--- config.mk ---
export PLATFORM = sky130hd
export DESIGN_NAME = pipe_hazard_ctrl_flat
export DESIGN_NICKNAME = d
export VERILOG_FILES = /design/src/rtl/pipe_hazard_ctrl_if.sv /design/src/rtl/pipe_hazard_ctrl.sv /design/src/flat_wrapper.sv
export SDC_FILE = /design/constraint.sdc
export NUM_CORES = 1
export LEC_CHECK = 0
export ABC_AREA = 1
export BUFFER_PORTS_ARGS = -buffer_cell sky130_fd_sc_hd__buf_4
export CORE_ASPECT_RATIO = 0.75
export CORE_MARGIN = 2
export CORE_UTILIZATION = 45
export CTS_BUF_LIST = sky130_fd_sc_hd__clkbuf_4 sky130_fd_sc_hd__clkbuf_8 sky130_fd_sc_hd__clkbuf_16
export DETAILED_ROUTE_END_ITERATION = 6
export GPL_ROUTABILITY_DRIVEN = 0
export GPL_TIMING_DRIVEN = 0
export PLACE_DENSITY = 0.7
export SKIP_CTS_REPAIR_TIMING = 1
export SLEW_MARGIN = 5
export SYNTH_ARGS = -nofsm -noshare
export SYNTH_HDL_FRONTEND = slang
export SYNTH_SLANG_ARGS = --single-unit
--- constraint.sdc ---
create_clock -name clk -period 2.8 [get_ports clk]
set_input_delay 0.42 -clock clk [delete_from_list [all_inputs] [get_ports clk]]
set_output_delay 0.42 -clock clk [all_outputs]
set_load 0.005 [all_outputs]
--- src/rtl/pipe_hazard_ctrl_if.sv ---
// pipe_hazard_ctrl_if: ID-stage hazard/forwarding/stage-control bundle between the pipeline and pipe_hazard_ctrl.
interface pipe_hazard_ctrl_if #(
    parameter int REG_AW = 5,
    parameter int PERF_W = 32
);
    logic              id_valid;
    logic              rs_used;
    logic              rt_used;
    logic [REG_AW-1:0] addr_rs;
    logic [REG_AW-1:0] addr_rt;
    logic              id_wen;
    logic [REG_AW-1:0] id_regw_addr;
    logic              id_long_op;
    logic              wb_wen_exe;
    logic              is_load_exe;
    logic [REG_AW-1:0] regw_addr_exe;
    logic              wb_wen_mem;
    logic              is_load_mem;
    logic [REG_AW-1:0] regw_addr_mem;
    logic              wb_wen_wb;
    logic [REG_AW-1:0] regw_addr_wb;
    logic              mem_req;
    logic              mem_ready;
    logic              long_done;
    logic [REG_AW-1:0] long_addr;
    logic              branch_taken;
    logic              exc_mem;
    logic [2:0]        fwd_a;
    logic [2:0]        fwd_b;
    logic              if_en;
    logic              if_rst;
    logic              id_en;
    logic              id_rst;
    logic              exe_en;
    logic              exe_rst;
    logic              mem_en;
    logic              mem_rst;
    logic              wb_en;
    logic              wb_rst;
    logic              long_issue;
    logic [PERF_W-1:0] stall_cnt;

    modport master (
        output id_valid, rs_used, rt_used, addr_rs, addr_rt, id_wen, id_regw_addr, id_long_op,
               wb_wen_exe, is_load_exe, regw_addr_exe, wb_wen_mem, is_load_mem, regw_addr_mem,
               wb_wen_wb, regw_addr_wb, mem_req, mem_ready, long_done, long_addr, branch_taken, exc_mem,
        input  fwd_a, fwd_b, if_en, if_rst, id_en, id_rst, exe_en, exe_rst, mem_en, mem_rst,
               wb_en, wb_rst, long_issue, stall_cnt
    );

    modport slave (
        input  id_valid, rs_used, rt_used, addr_rs, addr_rt, id_wen, id_regw_addr, id_long_op,
               wb_wen_exe, is_load_exe, regw_addr_exe, wb_wen_mem, is_load_mem, regw_addr_mem,
               wb_wen_wb, regw_addr_wb, mem_req, mem_ready, long_done, long_addr, branch_taken, exc_mem,
        output fwd_a, fwd_b, if_en, if_rst, id_en, id_rst, exe_en, exe_rst, mem_en, mem_rst,
               wb_en, wb_rst, long_issue, stall_cnt
    );
endinterface

--- src/rtl/pipe_hazard_ctrl.sv ---
// pipe_hazard_ctrl: scoreboarded hazard, forwarding and stage control for the 5-stage pipeline; DEBUG_STEP_EN adds a single-step hold.
module pipe_hazard_ctrl #(
    parameter int REG_AW     = 5,
    parameter int LONG_DEPTH = 2,
    parameter int PERF_W     = 32
) (
    input logic clk,
    input logic rst,
    pipe_hazard_ctrl_if.slave hz
`ifdef DEBUG_STEP_EN
    ,
    input logic debug_en,
    input logic debug_step
`endif
);
    localparam int NREG = 1 << REG_AW;

    logic [NREG-1:0]   sb;
    logic [3:0]        outst;
    logic [PERF_W-1:0] cnt;
    logic              hold;
    logic              raw_a;
    logic              raw_b;
    logic              waw;
    logic              struct_haz;
    logic              id_stall;
    logic              mem_wait;
    logic              done_ok;

`ifdef DEBUG_STEP_EN
    logic debug_step_prev;
    always_ff @(posedge clk)
        debug_step_prev <= !rst ? 1'b0 : debug_step;
    // A rising edge of debug_step lets exactly one cycle through.
    assign hold = debug_en & ~(debug_step & ~debug_step_prev);
`else
    assign hold = 1'b0;
`endif

    function automatic logic raw(input logic used, input logic [REG_AW-1:0] a);
        return used && a != '0 &&
               ((hz.wb_wen_exe && hz.is_load_exe && hz.regw_addr_exe == a) || sb[a]);
    endfunction

    function automatic logic [2:0] fwd_sel(input logic used, input logic [REG_AW-1:0] a);
        return (!used || a == '0) ? 3'd0 :
               (hz.wb_wen_exe && !hz.is_load_exe && hz.regw_addr_exe == a) ? 3'd1 :
               (hz.wb_wen_mem && hz.is_load_mem && hz.regw_addr_mem == a) ? 3'd3 :
               (hz.wb_wen_mem && !hz.is_load_mem && hz.regw_addr_mem == a) ? 3'd2 :
               (hz.wb_wen_wb && hz.regw_addr_wb == a) ? 3'd4 : 3'd0;
    endfunction

    assign raw_a      = raw(hz.rs_used, hz.addr_rs);
    assign raw_b      = raw(hz.rt_used, hz.addr_rt);
    assign waw        = hz.id_wen && hz.id_regw_addr != '0 && sb[hz.id_regw_addr];
    assign struct_haz = hz.id_long_op && outst == 4'(LONG_DEPTH);
    assign id_stall   = hz.id_valid && (raw_a || raw_b || waw || struct_haz);
    assign mem_wait   = hz.mem_req && !hz.mem_ready;
    assign done_ok    = hz.long_done && outst != '0;

    assign hz.fwd_a      = rst ? fwd_sel(hz.rs_used, hz.addr_rs) : 3'd0;
    assign hz.fwd_b      = rst ? fwd_sel(hz.rt_used, hz.addr_rt) : 3'd0;
    assign hz.long_issue = rst && hz.id_valid && hz.id_long_op && !id_stall && !mem_wait &&
                           !hz.exc_mem && !hold;
    assign hz.stall_cnt  = cnt;

    always_comb begin
        hz.if_en   = 1'b1;
        hz.id_en   = 1'b1;
        hz.exe_en  = 1'b1;
        hz.mem_en  = 1'b1;
        hz.wb_en   = 1'b1;
        hz.if_rst  = 1'b0;
        hz.id_rst  = 1'b0;
        hz.exe_rst = 1'b0;
        hz.mem_rst = 1'b0;
        hz.wb_rst  = 1'b0;
        if (!rst) begin
            hz.if_rst  = 1'b1;
            hz.id_rst  = 1'b1;
            hz.exe_rst = 1'b1;
            hz.mem_rst = 1'b1;
            hz.wb_rst  = 1'b1;
        end else if (hold) begin
            hz.if_en  = 1'b0;
            hz.id_en  = 1'b0;
            hz.exe_en = 1'b0;
            hz.mem_en = 1'b0;
            hz.wb_en  = 1'b0;
        end else if (mem_wait) begin
            hz.if_en  = 1'b0;
            hz.id_en  = 1'b0;
            hz.exe_en = 1'b0;
            hz.mem_en = 1'b0;
            hz.wb_rst = 1'b1;
        end else if (hz.exc_mem) begin
            hz.id_rst  = 1'b1;
            hz.exe_rst = 1'b1;
            hz.mem_rst = 1'b1;
        end else if (id_stall) begin
            hz.if_en   = 1'b0;
            hz.id_en   = 1'b0;
            hz.exe_rst = 1'b1;
        end else if (hz.branch_taken) begin
            hz.id_rst = 1'b1;
        end
    end

    // Clear before set so a same-cycle issue to the retiring address keeps the bit.
    always_ff @(posedge clk) begin
        if (!rst) begin
            sb    <= '0;
            outst <= '0;
            cnt   <= '0;
        end else begin
            if (done_ok)
                sb[hz.long_addr] <= 1'b0;
            if (hz.long_issue && hz.id_regw_addr != '0)
                sb[hz.id_regw_addr] <= 1'b1;
            outst <= outst + 4'(hz.long_issue) - 4'(done_ok);
            if ((mem_wait || id_stall) && !hold && cnt != '1)
                cnt <= cnt + PERF_W'(1);
        end
    end
endmodule

--- src/flat_wrapper.sv ---
// flat-port wrapper written by rule: the top's interface ports become plain ports
module pipe_hazard_ctrl_flat 
#(
    parameter int REG_AW     = 5,
    parameter int LONG_DEPTH = 2,
    parameter int PERF_W     = 32
)
  (clk, rst, hz_id_valid, hz_rs_used, hz_rt_used, hz_addr_rs, hz_addr_rt, hz_id_wen, hz_id_regw_addr, hz_id_long_op, hz_wb_wen_exe, hz_is_load_exe, hz_regw_addr_exe, hz_wb_wen_mem, hz_is_load_mem, hz_regw_addr_mem, hz_wb_wen_wb, hz_regw_addr_wb, hz_mem_req, hz_mem_ready, hz_long_done, hz_long_addr, hz_branch_taken, hz_exc_mem, hz_fwd_a, hz_fwd_b, hz_if_en, hz_if_rst, hz_id_en, hz_id_rst, hz_exe_en, hz_exe_rst, hz_mem_en, hz_mem_rst, hz_wb_en, hz_wb_rst, hz_long_issue, hz_stall_cnt);
  pipe_hazard_ctrl_if #(.REG_AW(REG_AW), .PERF_W(PERF_W)) hz_i ();
  input logic clk;
  input logic rst;
  input wire logic [$bits(hz_i.id_valid)-1:0] hz_id_valid;
  input wire logic [$bits(hz_i.rs_used)-1:0] hz_rs_used;
  input wire logic [$bits(hz_i.rt_used)-1:0] hz_rt_used;
  input wire logic [$bits(hz_i.addr_rs)-1:0] hz_addr_rs;
  input wire logic [$bits(hz_i.addr_rt)-1:0] hz_addr_rt;
  input wire logic [$bits(hz_i.id_wen)-1:0] hz_id_wen;
  input wire logic [$bits(hz_i.id_regw_addr)-1:0] hz_id_regw_addr;
  input wire logic [$bits(hz_i.id_long_op)-1:0] hz_id_long_op;
  input wire logic [$bits(hz_i.wb_wen_exe)-1:0] hz_wb_wen_exe;
  input wire logic [$bits(hz_i.is_load_exe)-1:0] hz_is_load_exe;
  input wire logic [$bits(hz_i.regw_addr_exe)-1:0] hz_regw_addr_exe;
  input wire logic [$bits(hz_i.wb_wen_mem)-1:0] hz_wb_wen_mem;
  input wire logic [$bits(hz_i.is_load_mem)-1:0] hz_is_load_mem;
  input wire logic [$bits(hz_i.regw_addr_mem)-1:0] hz_regw_addr_mem;
  input wire logic [$bits(hz_i.wb_wen_wb)-1:0] hz_wb_wen_wb;
  input wire logic [$bits(hz_i.regw_addr_wb)-1:0] hz_regw_addr_wb;
  input wire logic [$bits(hz_i.mem_req)-1:0] hz_mem_req;
  input wire logic [$bits(hz_i.mem_ready)-1:0] hz_mem_ready;
  input wire logic [$bits(hz_i.long_done)-1:0] hz_long_done;
  input wire logic [$bits(hz_i.long_addr)-1:0] hz_long_addr;
  input wire logic [$bits(hz_i.branch_taken)-1:0] hz_branch_taken;
  input wire logic [$bits(hz_i.exc_mem)-1:0] hz_exc_mem;
  output wire logic [$bits(hz_i.fwd_a)-1:0] hz_fwd_a;
  output wire logic [$bits(hz_i.fwd_b)-1:0] hz_fwd_b;
  output wire logic [$bits(hz_i.if_en)-1:0] hz_if_en;
  output wire logic [$bits(hz_i.if_rst)-1:0] hz_if_rst;
  output wire logic [$bits(hz_i.id_en)-1:0] hz_id_en;
  output wire logic [$bits(hz_i.id_rst)-1:0] hz_id_rst;
  output wire logic [$bits(hz_i.exe_en)-1:0] hz_exe_en;
  output wire logic [$bits(hz_i.exe_rst)-1:0] hz_exe_rst;
  output wire logic [$bits(hz_i.mem_en)-1:0] hz_mem_en;
  output wire logic [$bits(hz_i.mem_rst)-1:0] hz_mem_rst;
  output wire logic [$bits(hz_i.wb_en)-1:0] hz_wb_en;
  output wire logic [$bits(hz_i.wb_rst)-1:0] hz_wb_rst;
  output wire logic [$bits(hz_i.long_issue)-1:0] hz_long_issue;
  output wire logic [$bits(hz_i.stall_cnt)-1:0] hz_stall_cnt;
  assign hz_i.id_valid = hz_id_valid;
  assign hz_i.rs_used = hz_rs_used;
  assign hz_i.rt_used = hz_rt_used;
  assign hz_i.addr_rs = hz_addr_rs;
  assign hz_i.addr_rt = hz_addr_rt;
  assign hz_i.id_wen = hz_id_wen;
  assign hz_i.id_regw_addr = hz_id_regw_addr;
  assign hz_i.id_long_op = hz_id_long_op;
  assign hz_i.wb_wen_exe = hz_wb_wen_exe;
  assign hz_i.is_load_exe = hz_is_load_exe;
  assign hz_i.regw_addr_exe = hz_regw_addr_exe;
  assign hz_i.wb_wen_mem = hz_wb_wen_mem;
  assign hz_i.is_load_mem = hz_is_load_mem;
  assign hz_i.regw_addr_mem = hz_regw_addr_mem;
  assign hz_i.wb_wen_wb = hz_wb_wen_wb;
  assign hz_i.regw_addr_wb = hz_regw_addr_wb;
  assign hz_i.mem_req = hz_mem_req;
  assign hz_i.mem_ready = hz_mem_ready;
  assign hz_i.long_done = hz_long_done;
  assign hz_i.long_addr = hz_long_addr;
  assign hz_i.branch_taken = hz_branch_taken;
  assign hz_i.exc_mem = hz_exc_mem;
  assign hz_fwd_a = hz_i.fwd_a;
  assign hz_fwd_b = hz_i.fwd_b;
  assign hz_if_en = hz_i.if_en;
  assign hz_if_rst = hz_i.if_rst;
  assign hz_id_en = hz_i.id_en;
  assign hz_id_rst = hz_i.id_rst;
  assign hz_exe_en = hz_i.exe_en;
  assign hz_exe_rst = hz_i.exe_rst;
  assign hz_mem_en = hz_i.mem_en;
  assign hz_mem_rst = hz_i.mem_rst;
  assign hz_wb_en = hz_i.wb_en;
  assign hz_wb_rst = hz_i.wb_rst;
  assign hz_long_issue = hz_i.long_issue;
  assign hz_stall_cnt = hz_i.stall_cnt;
  pipe_hazard_ctrl #(.REG_AW(REG_AW), .LONG_DEPTH(LONG_DEPTH), .PERF_W(PERF_W)) u_core (.clk(clk), .rst(rst), .hz(hz_i));
endmodule
==> results of run 1 <==
## routing by layer
| metal | wire, um | vias to the layer above | part of all wire, % | GRT usage (%) |
|---|---|---|---|---|
| met5 | 0 | - | 0 | 0 |
| met4 | 221 | 0 | 1.2 | 6.12 |
| met3 | 2250 | 19 | 12 | 7.93 |
| met2 | 7020 | 349 | 39 | 37.1 |
| met1 | 8700 | 2840 | 48 | 44.7 |
| li1 | - | 3181 | - | - |
## stage by stage
stage,util [%],cell area (um2),setup TNS [ns]
2_1_floorplan,-,5360,0
5_1_grt,58.5,6790,-0.0905
4_1_cts,56.3,6540,-1.82
3_5_place_dp,53.9,6250,-4.47
6_report,58.5,6790,0
3_3_place_gp,53.9,6250,-3.07
## critical path, cell delays in order
cell	delay, ns
buf_4	0.13
buf_8	0.13
nand2_2	0.06
nor2_1	0.05
a21oi_1	0.12
nand2_1	0.06
nand2_1	0.05
nand2_1	0.05
nor2_2	0.14
nand2_2	0.09
a21oi_4	0.23
nand3_4	0.15
nand2_4	0.14
nand3_4	0.09
ha_4	0.28
inv_1	0.05
ha_4	0.16
fa_2	0.51
nand2_1	0.05
inv_1	0.06
## worst max-delay path by stage
stage                            start                          to  slack [ns]  cells past startpoint
3_3_place_gp        hz_id_regw_addr[0]  u_core.outst[2]$_SDFF_PN0_       -0.70                     16
2_1_floorplan       hz_id_regw_addr[0]  u_core.outst[2]$_SDFF_PN0_        0.05                     16
5_1_grt        u_core.sb[3]$_SDFF_PN0_  u_core.outst[2]$_SDFF_PN0_       -0.05                     18
3_5_place_dp        hz_id_regw_addr[0]  u_core.outst[2]$_SDFF_PN0_       -0.72                     16
6_report            hz_id_regw_addr[1]  u_core.outst[1]$_SDFF_PN0_        0.05                     20
4_1_cts             hz_id_regw_addr[0]  u_core.outst[2]$_SDFF_PN0_       -0.37                     16
## cells in the mapped netlist
master,instances
o21a_1,2
inv_2,11
a2111oi_0,1
o211ai_1,6
nand2_2,2
buf_1,1
ha_1,6
nor3_1,26
buf_2,17
or2_0,1
nor2_2,3
nand2_1,277
dfxtp_1,68
nand3_1,67
and3_1,4
o31ai_1,1
conb_1,1
o221ai_1,1
o21ai_1,18
o21ai_0,7
clkbuf_1,11
a211oi_1,2
o2111ai_1,2
nor2_1,153
inv_1,95
or2_2,1
nand4_1,10
buf_4,10
nor4_1,7
fa_1,1
nor3_2,1
xnor2_1,11
a21oi_1,69
a21boi_2,1
a21o_1,1
nor3b_1,3
xor2_1,33
o22ai_1,3
## state kept, by name (all words and copies together) (netlist names)
signal               flops
u_core.hz.stall_cnt     32
u_core.sb               32
u_core.outst             4
## area by class of cell
| cell class | count | area (um2) |
|---|---|---|
| buffer | 39 | 267 |
| clock buffer | 11 | 240 |
| clock inverter | 3 | 40.0 |
| fill | 1168 | 4820 |
| inverter | 106 | 403 |
| multi-input combinational | 721 | 3510 |
| sequential | 68 | 1360 |
| tap | 162 | 203 |
| timing repair buffer | 102 | 763 |
## kinds of logic after synthesis
group	Yosys count	synth area share, %
AND/OR/NAND/NOR	555	42.7
buffers and inverters	145	11.2
AO/OA/AOI/OAI	114	11.7
flip-flops	68	25.4
XOR/XNOR	44	7.19
adder cells (fa/ha/maj)	7	1.77
other	1	0.0699
## power by group through the flow
| stage | sequential, mW | clock [mW] | combinational [mW] |
|---|---|---|---|
| global route | 1.03 | 1.17 | 0.838 |
| CTS | 1.02 | 1.11 | 0.655 |
| floorplan | 1.04 | 0 | 0.438 |
| finish | 1.03 | 1.11 | 0.754 |
| global placement | 1.05 | 0 | 0.642 |
| detailed placement | 1.04 | 0 | 0.652 |
==> results.cfg, run 1 <==
[outcome]
status = completed

[clock_network]
cts_buffer_depth = 2
cts_root_buf = clkbuf_16
cts_sinks = 68
path_clk_slew_ns = 0.05
htreeDepth = 3
cts_made_buffers = 9
clk_latency_ns = 0.34
cts_tree = built

[power]
p_leak_nw = 3.04
p_sw_uw = 887
combPwrFrac_pct = 26.1
pwr-share-seq_pct = 35.6
ir_worst_vdd_uv = 316
powerDensity_nw_per_um2 = 426
clock_power_share_pct = 38.3
p_sw_share_pct = 30.7
finalPower_mw = 2.89
p_int_mw = 2.00

[synthesis]
syn_nets = 993
synth_area_leader_cell = dfxtp_1
ys_ff_latch = 68
ys_warn_count = 0
synthDistinctLibCells = 38
seq_area_frac_synth_pct = 25.4
synth.area.top_cells = dfxtp_1, nand2_1, nor2_1, inv_1, a21oi_1
avgSynthCellArea_um2 = 5.74
synth_top_area_share_pct = 25.4
syn_inst = 934
netlist_area_um2 = 5360

[floorplan]
start_util_pct = 46.2
fp.dieW_um = 130
row_count = 34
fp.dieH_um = 98.5
pin_count = 101
floorplan.die_area_um2 = 12800
core_area_um2 = 11600

[place]
dpl_worst_slack_ns = -0.719
hpwl_mm = 13.6
dpl.cell_count = 1188
port_buffers = 92

[grt]
grt_antenna_before_repair = 0
grt_pass1_wl_mm = 28.5
grt_pass1_vias = 5466
grt-ovfl-total = 0
grt_max_degree = 11
grtUsageTotal_pct = 28.2

[critical_path]
critPathMaxFanout = 7
arrival_ns = 3.03
path_class = input pin to flop
cp-end-kind = flop
r2r-start = u_core.sb[19]$_SDFF_PN0_
r2r_end = u_core.outst[1]$_SDFF_PN0_
r2r_cells = 18
cp-start-kind = input pin
r2r_setup_slack_ns = 0.09
worstPathRequired_ns = 3.08

[sta]
hold_viol = 0
skew_ns = 0.0108
fmax_ghz = 0.364
fin_ws_ns = 0.0494
min_period_ns = 2.75
whs_ns = 0.494
timing.slew.headroom_pct = 42.4
slew_violations = 0
finalCritPeriodShare_pct = 98.2
finalSetupViolCount = 0
tightest_slew_ns = 0.861

[hold_path]
hold_path_end = u_core.hz.stall_cnt[20]$_SDFFE_PN0P_
hold_path_class = flop to flop
holdPathStages = 2
hp-start = u_core.hz.stall_cnt[20]$_SDFFE_PN0P_

[routing]
viasPerCell = 5.27
ant_nets = 0
wl_mm = 18.2
via_count = 6389
drtIter0Drc = 740
firstDrtPassIters = 7
drc = 0
drt-wirelength-per-cell_um = 15.0

[job]
drv_cap = 0

[finish]
area_growth_pct = 26.7
layoutNonFillerInstCount = 1212
antenna_cells = 0
final_common_cell = nand2_1
drive_gt1_share_pct = 18.3
finalNetCount = 1106
final_cell_mix = nand2_1, nor2_1, buf_4, inv_1, dfxtp_1
(Power assumes the default switching activity.)
==> run 2: changes to the inputs <==
--- a/config.mk
+++ b/config.mk
@@ -15,6 +15,7 @@
 export GPL_ROUTABILITY_DRIVEN = 0
 export GPL_TIMING_DRIVEN = 0
 export PLACE_DENSITY = 0.7
+export REMOVE_ABC_BUFFERS = 1
 export SKIP_CTS_REPAIR_TIMING = 1
 export SLEW_MARGIN = 5
 export SYNTH_ARGS = -nofsm -noshare
==> constraint.sdc (replaced) <==
create_clock -name clk -period 2.8 [get_ports clk]
set_input_delay 0.28 -clock clk [delete_from_list [all_inputs] [get_ports clk]]
set_output_delay 0.28 -clock clk [all_outputs]
set_load 0.005 [all_outputs]
==> run 2 against run 1 <==
Utilization down 1.6 points. Largest cell class unchanged. Combinational power shrank 5.4%. Cell count decreased by 2.7%.
==> results.cfg, run 2 (synthesized netlist as in run 1, its figures left out) <==
[finish]
final_cell_mix = nand2_1, nor2_1, buf_4, inv_1, a21oi_1
multi_input_area_um2 = 3500
regArea_um2 = 1360
area_growth_pct = 23.2
layoutNonFillerInstCount = 1179
drive_gt1_share_pct = 16.7
final_common_cell = nand2_1
fillers = 1162
finalNetCount = 1071
antenna_cells = 0
final_util_pct = 56.9

[critical_path]
cp-start-kind = flop
r2r_end = u_core.outst[2]$_SDFF_PN0_
cp-end-kind = flop
path_depth = 18
r2r_cells = 18
startpoint = u_core.sb[4]$_SDFF_PN0_
path_cells = inv_1 > o21ai_1 > nand2_1 > nand2_1 > nand2_1 > nand2_1 > nor2_1 > nand2_1 > a21oi_2 > nand3_2 > nand2_4 > nand3_4 > ha_4 > inv_1 > ha_4 > fa_2 > xnor2_2 > nor2_1
cp_top_family = simple AND/OR/NAND/NOR gates
endpoint = u_core.outst[2]$_SDFF_PN0_
r2r_setup_slack_ns = 0.07
crit_top_cell = nand2_1
worstPathRequired_ns = 3.01
max_stage_delay_ns = 0.37
cp_slowest_cell = fa_2
r2r-start = u_core.sb[4]$_SDFF_PN0_
path_buf_inv = 2
path_class = flop to flop
critPathMaxFanout = 5
arrival_ns = 2.95

[routing]
via_count = 6183
drtIter0Drc = 569
firstDrtPassIters = 5
ant_nets = 0
viasPerCell = 5.24
wl_mm = 17.1
drt-wirelength-per-cell_um = 14.5
drc = 0

[grt]
grt_antenna_before_repair = 0
grt-ovfl-total = 0
grt_pass1_vias = 5410
grt_pass1_wl_mm = 27.4
grtUsageTotal_pct = 27.0
grt_max_degree = 40

[sta]
tightest_slew_ns = 0.888
slew_violations = 0
whs_ns = 0.251
min_period_ns = 2.73
hold_viol = 0
skew_ns = 0.00747
timing.slew.headroom_pct = 40.6
finalCritPeriodShare_pct = 97.6
rsz0062_at_grt = yes
finalSetupViolCount = 0
fmax_ghz = 0.366

[clock_network]
cts_tree = built
htreeDepth = 3
cts_root_buf = clkbuf_16
cts_made_buffers = 9
path_clk_slew_ns = 0.06
cts_sinks = 68
clk_latency_ns = 0.34
cts_buffer_depth = 2

[power]
p_leak_nw = 2.94
powerDensity_nw_per_um2 = 440
finalPower_mw = 2.90
ir_worst_vdd_uv = 357

[floorplan]
pin_count = 101
core_area_um2 = 11600
fp.dieW_um = 130
row_count = 34
start_util_pct = 46.2
fp.dieH_um = 98.5
floorplan.die_area_um2 = 12800

[hold_path]
hold_path_class = input pin to flop

[place]
port_buffers = 99
dpl.cell_count = 1157
hpwl_mm = 12.7

[outcome]
status = completed

[job]
drv_cap = 0
## run 2: cell type report
type	instances	area share, %
multi-input combinational	721	53.0
sequential	68	20.6
timing repair buffer	106	12.7
inverter	106	6.10
clock buffer	9	3.41
tap	162	3.07
clock inverter	7	1.16
## run 2: worst min-delay path, delay by kind of cell
| family | cells | cell delay [ns] |
|---|---|---|
| buffers and inverters | 2 | 0.21 |
| and+or+nand+nor | 1 | 0.07 |
## run 2: layer usage
metal | vias to the layer above | track usage, % | wire (um)
li1 | 3125 | - | -
met4 | 0 | 4.96 | 147
met1 | 2762 | 41.9 | 8290
met3 | 13 | 8.14 | 1830
met5 | - | 0 | 0
met2 | 283 | 36.4 | 6870
## run 2: worst min-delay path by stage
stage                                    startpoint                                    to  depth (start not counted)
2_1_floorplan                                   rst            u_core.outst[0]$_SDFF_PN0_                          2
3_3_place_gp   u_core.hz.stall_cnt[31]$_SDFFE_PN0P_  u_core.hz.stall_cnt[31]$_SDFFE_PN0P_                          2
3_5_place_dp   u_core.hz.stall_cnt[31]$_SDFFE_PN0P_  u_core.hz.stall_cnt[31]$_SDFFE_PN0P_                          2
4_1_cts                                         rst            u_core.outst[1]$_SDFF_PN0_                          3
5_1_grt                                         rst            u_core.outst[0]$_SDFF_PN0_                          3
6_report                                        rst            u_core.outst[1]$_SDFF_PN0_                          3
## run 2: report_power, final
group	switching, mW	internal, mW
clock	0.469	0.693
combinational	0.434	0.279
sequential	0.0265	1.00
total	0.929	1.97
## run 2: metrics by stage
stage | setup slack [ns] | area, um2 | setup TNS, ns
after detailed placement | -0.667 | 6120 | -33.71
after global placement | -1.09 | 6100 | -50.22
after global routing | -0.0481 | 6610 | -0.0481
after floorplan | -0.00140 | 5160 | -0.00140
after CTS | -0.327 | 6420 | -12.99
final | 0.0659 | 6610 | 0
==> run 3: changes to the inputs <==
--- a/config.mk
+++ b/config.mk
@@ -7,7 +7,7 @@
 export LEC_CHECK = 0
 export ABC_AREA = 1
 export BUFFER_PORTS_ARGS = -buffer_cell sky130_fd_sc_hd__buf_4
-export CORE_ASPECT_RATIO = 0.75
+export CAP_MARGIN = 20
 export CORE_MARGIN = 2
 export CORE_UTILIZATION = 45
 export CTS_BUF_LIST = sky130_fd_sc_hd__clkbuf_4 sky130_fd_sc_hd__clkbuf_8 sky130_fd_sc_hd__clkbuf_16
==> run 3 against run 2 <==
The flow now finishes with violations (design-rule violations). Largest power group unchanged. Cell count is 1.9% lower. Critical path depth rose by 1. Power down 5.8%. Worst hold slack lost 0.010 ns. Largest cell class unchanged. Non-clock buffer count decreased by 3. Design area down 2.2%. Critical endpoint unchanged. Combinational power is 9.4% lower. Critical path type is now input pin to flop. Count of clock-buffer cells in the layout rose by 3.
==> results.cfg, run 3 (synthesized netlist as in run 1, its figures left out) <==
[finish]
antenna_cells = 0
stdcell_area_um2 = 6460
final_cell_mix = nand2_1, nor2_1, buf_4, inv_1, a21oi_1
fillers = 1203
final_util_pct = 56.1
multi_input_area_um2 = 3440
final_common_cell = nand2_1
drive_gt1_share_pct = 15.0
area_growth_pct = 20.5
finalNetCount = 1068
regArea_um2 = 1360

[sta]
skew_ns = 0.00842
slew_violations = 0
fin_ws_ns = 0.143
tns_ns = 0
timing.slew.headroom_pct = 40.1
fmax_ghz = 0.376
tightest_slew_ns = 0.895
hold_viol = 0
rsz0062_at_grt = no
min_period_ns = 2.66
finalSetupViolCount = 0
finalCritPeriodShare_pct = 94.9

[critical_path]
cp-start-kind = input pin
cp_slowest_cell = fa_1
r2r_cells = 18
critPathMaxFanout = 11
worstPathRequired_ns = 3.03
arrival_ns = 2.89
cp-end-kind = flop
max_stage_delay_ns = 0.39
r2r_setup_slack_ns = 0.16
crit_top_cell = nand2_1
path_cells = buf_4 > inv_2 > nor2_4 > a21oi_1 > nand2_1 > nand2_1 > nand2_1 > nor2_1 > nand2_2 > a21oi_2 > nand3_1 > nand2_2 > nand3_2 > ha_1 > inv_1 > ha_1 > fa_1 > xnor2_1 > nor2_1
startpoint = hz_id_regw_addr[1]
r2r-start = u_core.sb[2]$_SDFF_PN0_
path_class = input pin to flop

[routing]
drt-wirelength-per-cell_um = 14.7
viasPerCell = 5.27
wl_mm = 17.0
via_count = 6103
drtIter0Drc = 418
ant_nets = 0
firstDrtPassIters = 7
drc = 4

[grt]
grt_max_degree = 42
grtUsageTotal_pct = 26.9
grt_use_met3_pct = 4.61
grt_use_met1_pct = 32.8
grt-ovfl-total = 0
grt_antenna_before_repair = 0
grt_pass1_wl_mm = 27.6
use_met2_pct = 45.1
grt_busiest_layer = met2
grt_pass1_vias = 5778

[outcome]
status = finished with violations
violations = design-rule violations

[hold_path]
hold_path_class = input pin to flop
hp-start = rst
holdPathStages = 3

[power]
ir_worst_vdd_uv = 266
finalPower_mw = 2.74
p_leak_nw = 2.89
powerDensity_nw_per_um2 = 423

[clock_network]
cts_sinks = 68
cts_tree = built
cts_root_buf = clkbuf_16
path_clk_slew_ns = 0.05
cts_made_buffers = 9
clk_latency_ns = 0.34
cts_buffer_depth = 2
htreeDepth = 3

[floorplan]
pin_count = 101
start_util_pct = 46.6
fp.dieW_um = 113
core_area_um2 = 11500
row_count = 39
floorplan.die_area_um2 = 12800
fp.dieH_um = 113

[place]
hpwl_mm = 12.1
placed_cell_area_um2 = 6130
port_buffers = 99
dpl_worst_slack_ns = -0.437

[job]
drv_cap = 0
## run 3: where the power goes
| part | total (mW) | switching [mW] | internal, mW |
|---|---|---|---|
| sequential | 1.03 | 0.0235 | 1.00 |
| clock | 1.06 | 0.437 | 0.627 |
| combinational | 0.646 | 0.398 | 0.248 |
## run 3: final cells by class
type | instances | area share, %
Clock buffer | 12 | 3.83
Tap cell | 143 | 2.77
Sequential cell | 68 | 21.1
Timing Repair Buffer | 103 | 12.5
Clock inverter | 4 | 0.407
Inverter | 106 | 6.20
Multi-Input combinational cell | 721 | 53.3
## run 3: path summary, 6_finish.rpt
check	endpoint
hold reg to reg	u_core.sb[0]$_SDFF_PN0_
setup reg to reg	u_core.outst[2]$_SDFF_PN0_
setup / recovery	u_core.outst[2]$_SDFF_PN0_
hold / removal	u_core.outst[0]$_SDFF_PN0_
## run 3: layer usage
| layer | vias to the layer above | part of all wire, % | wire length [um] |
|---|---|---|---|
| met1 | 2706 | 42 | 7180 |
| met5 | - | 0 | 0 |
| met2 | 233 | 47 | 7970 |
| met3 | 53 | 6.4 | 1090 |
| li1 | 3111 | - | - |
| met4 | 0 | 4.4 | 751 |
## run 3: critical path, delay by kind of cell
family                     cells  cell delay (ns)
AOI/OAI and AO/OA              2             0.27
buffers and inverters          3             0.43
adders and majority gates      3             0.89
xor gates and xnor gates       1             0.15
and+or+nand+nor               10             0.86
## run 3: stage by stage
step / hold WS [ns] / instances
finish: 0.241 / 1157
global placement: 0.476 / 1137
global route: 0.246 / 1157
CTS: 0.238 / 1156
detailed placement: 0.481 / 1140
floorplan: 0.373 / 895
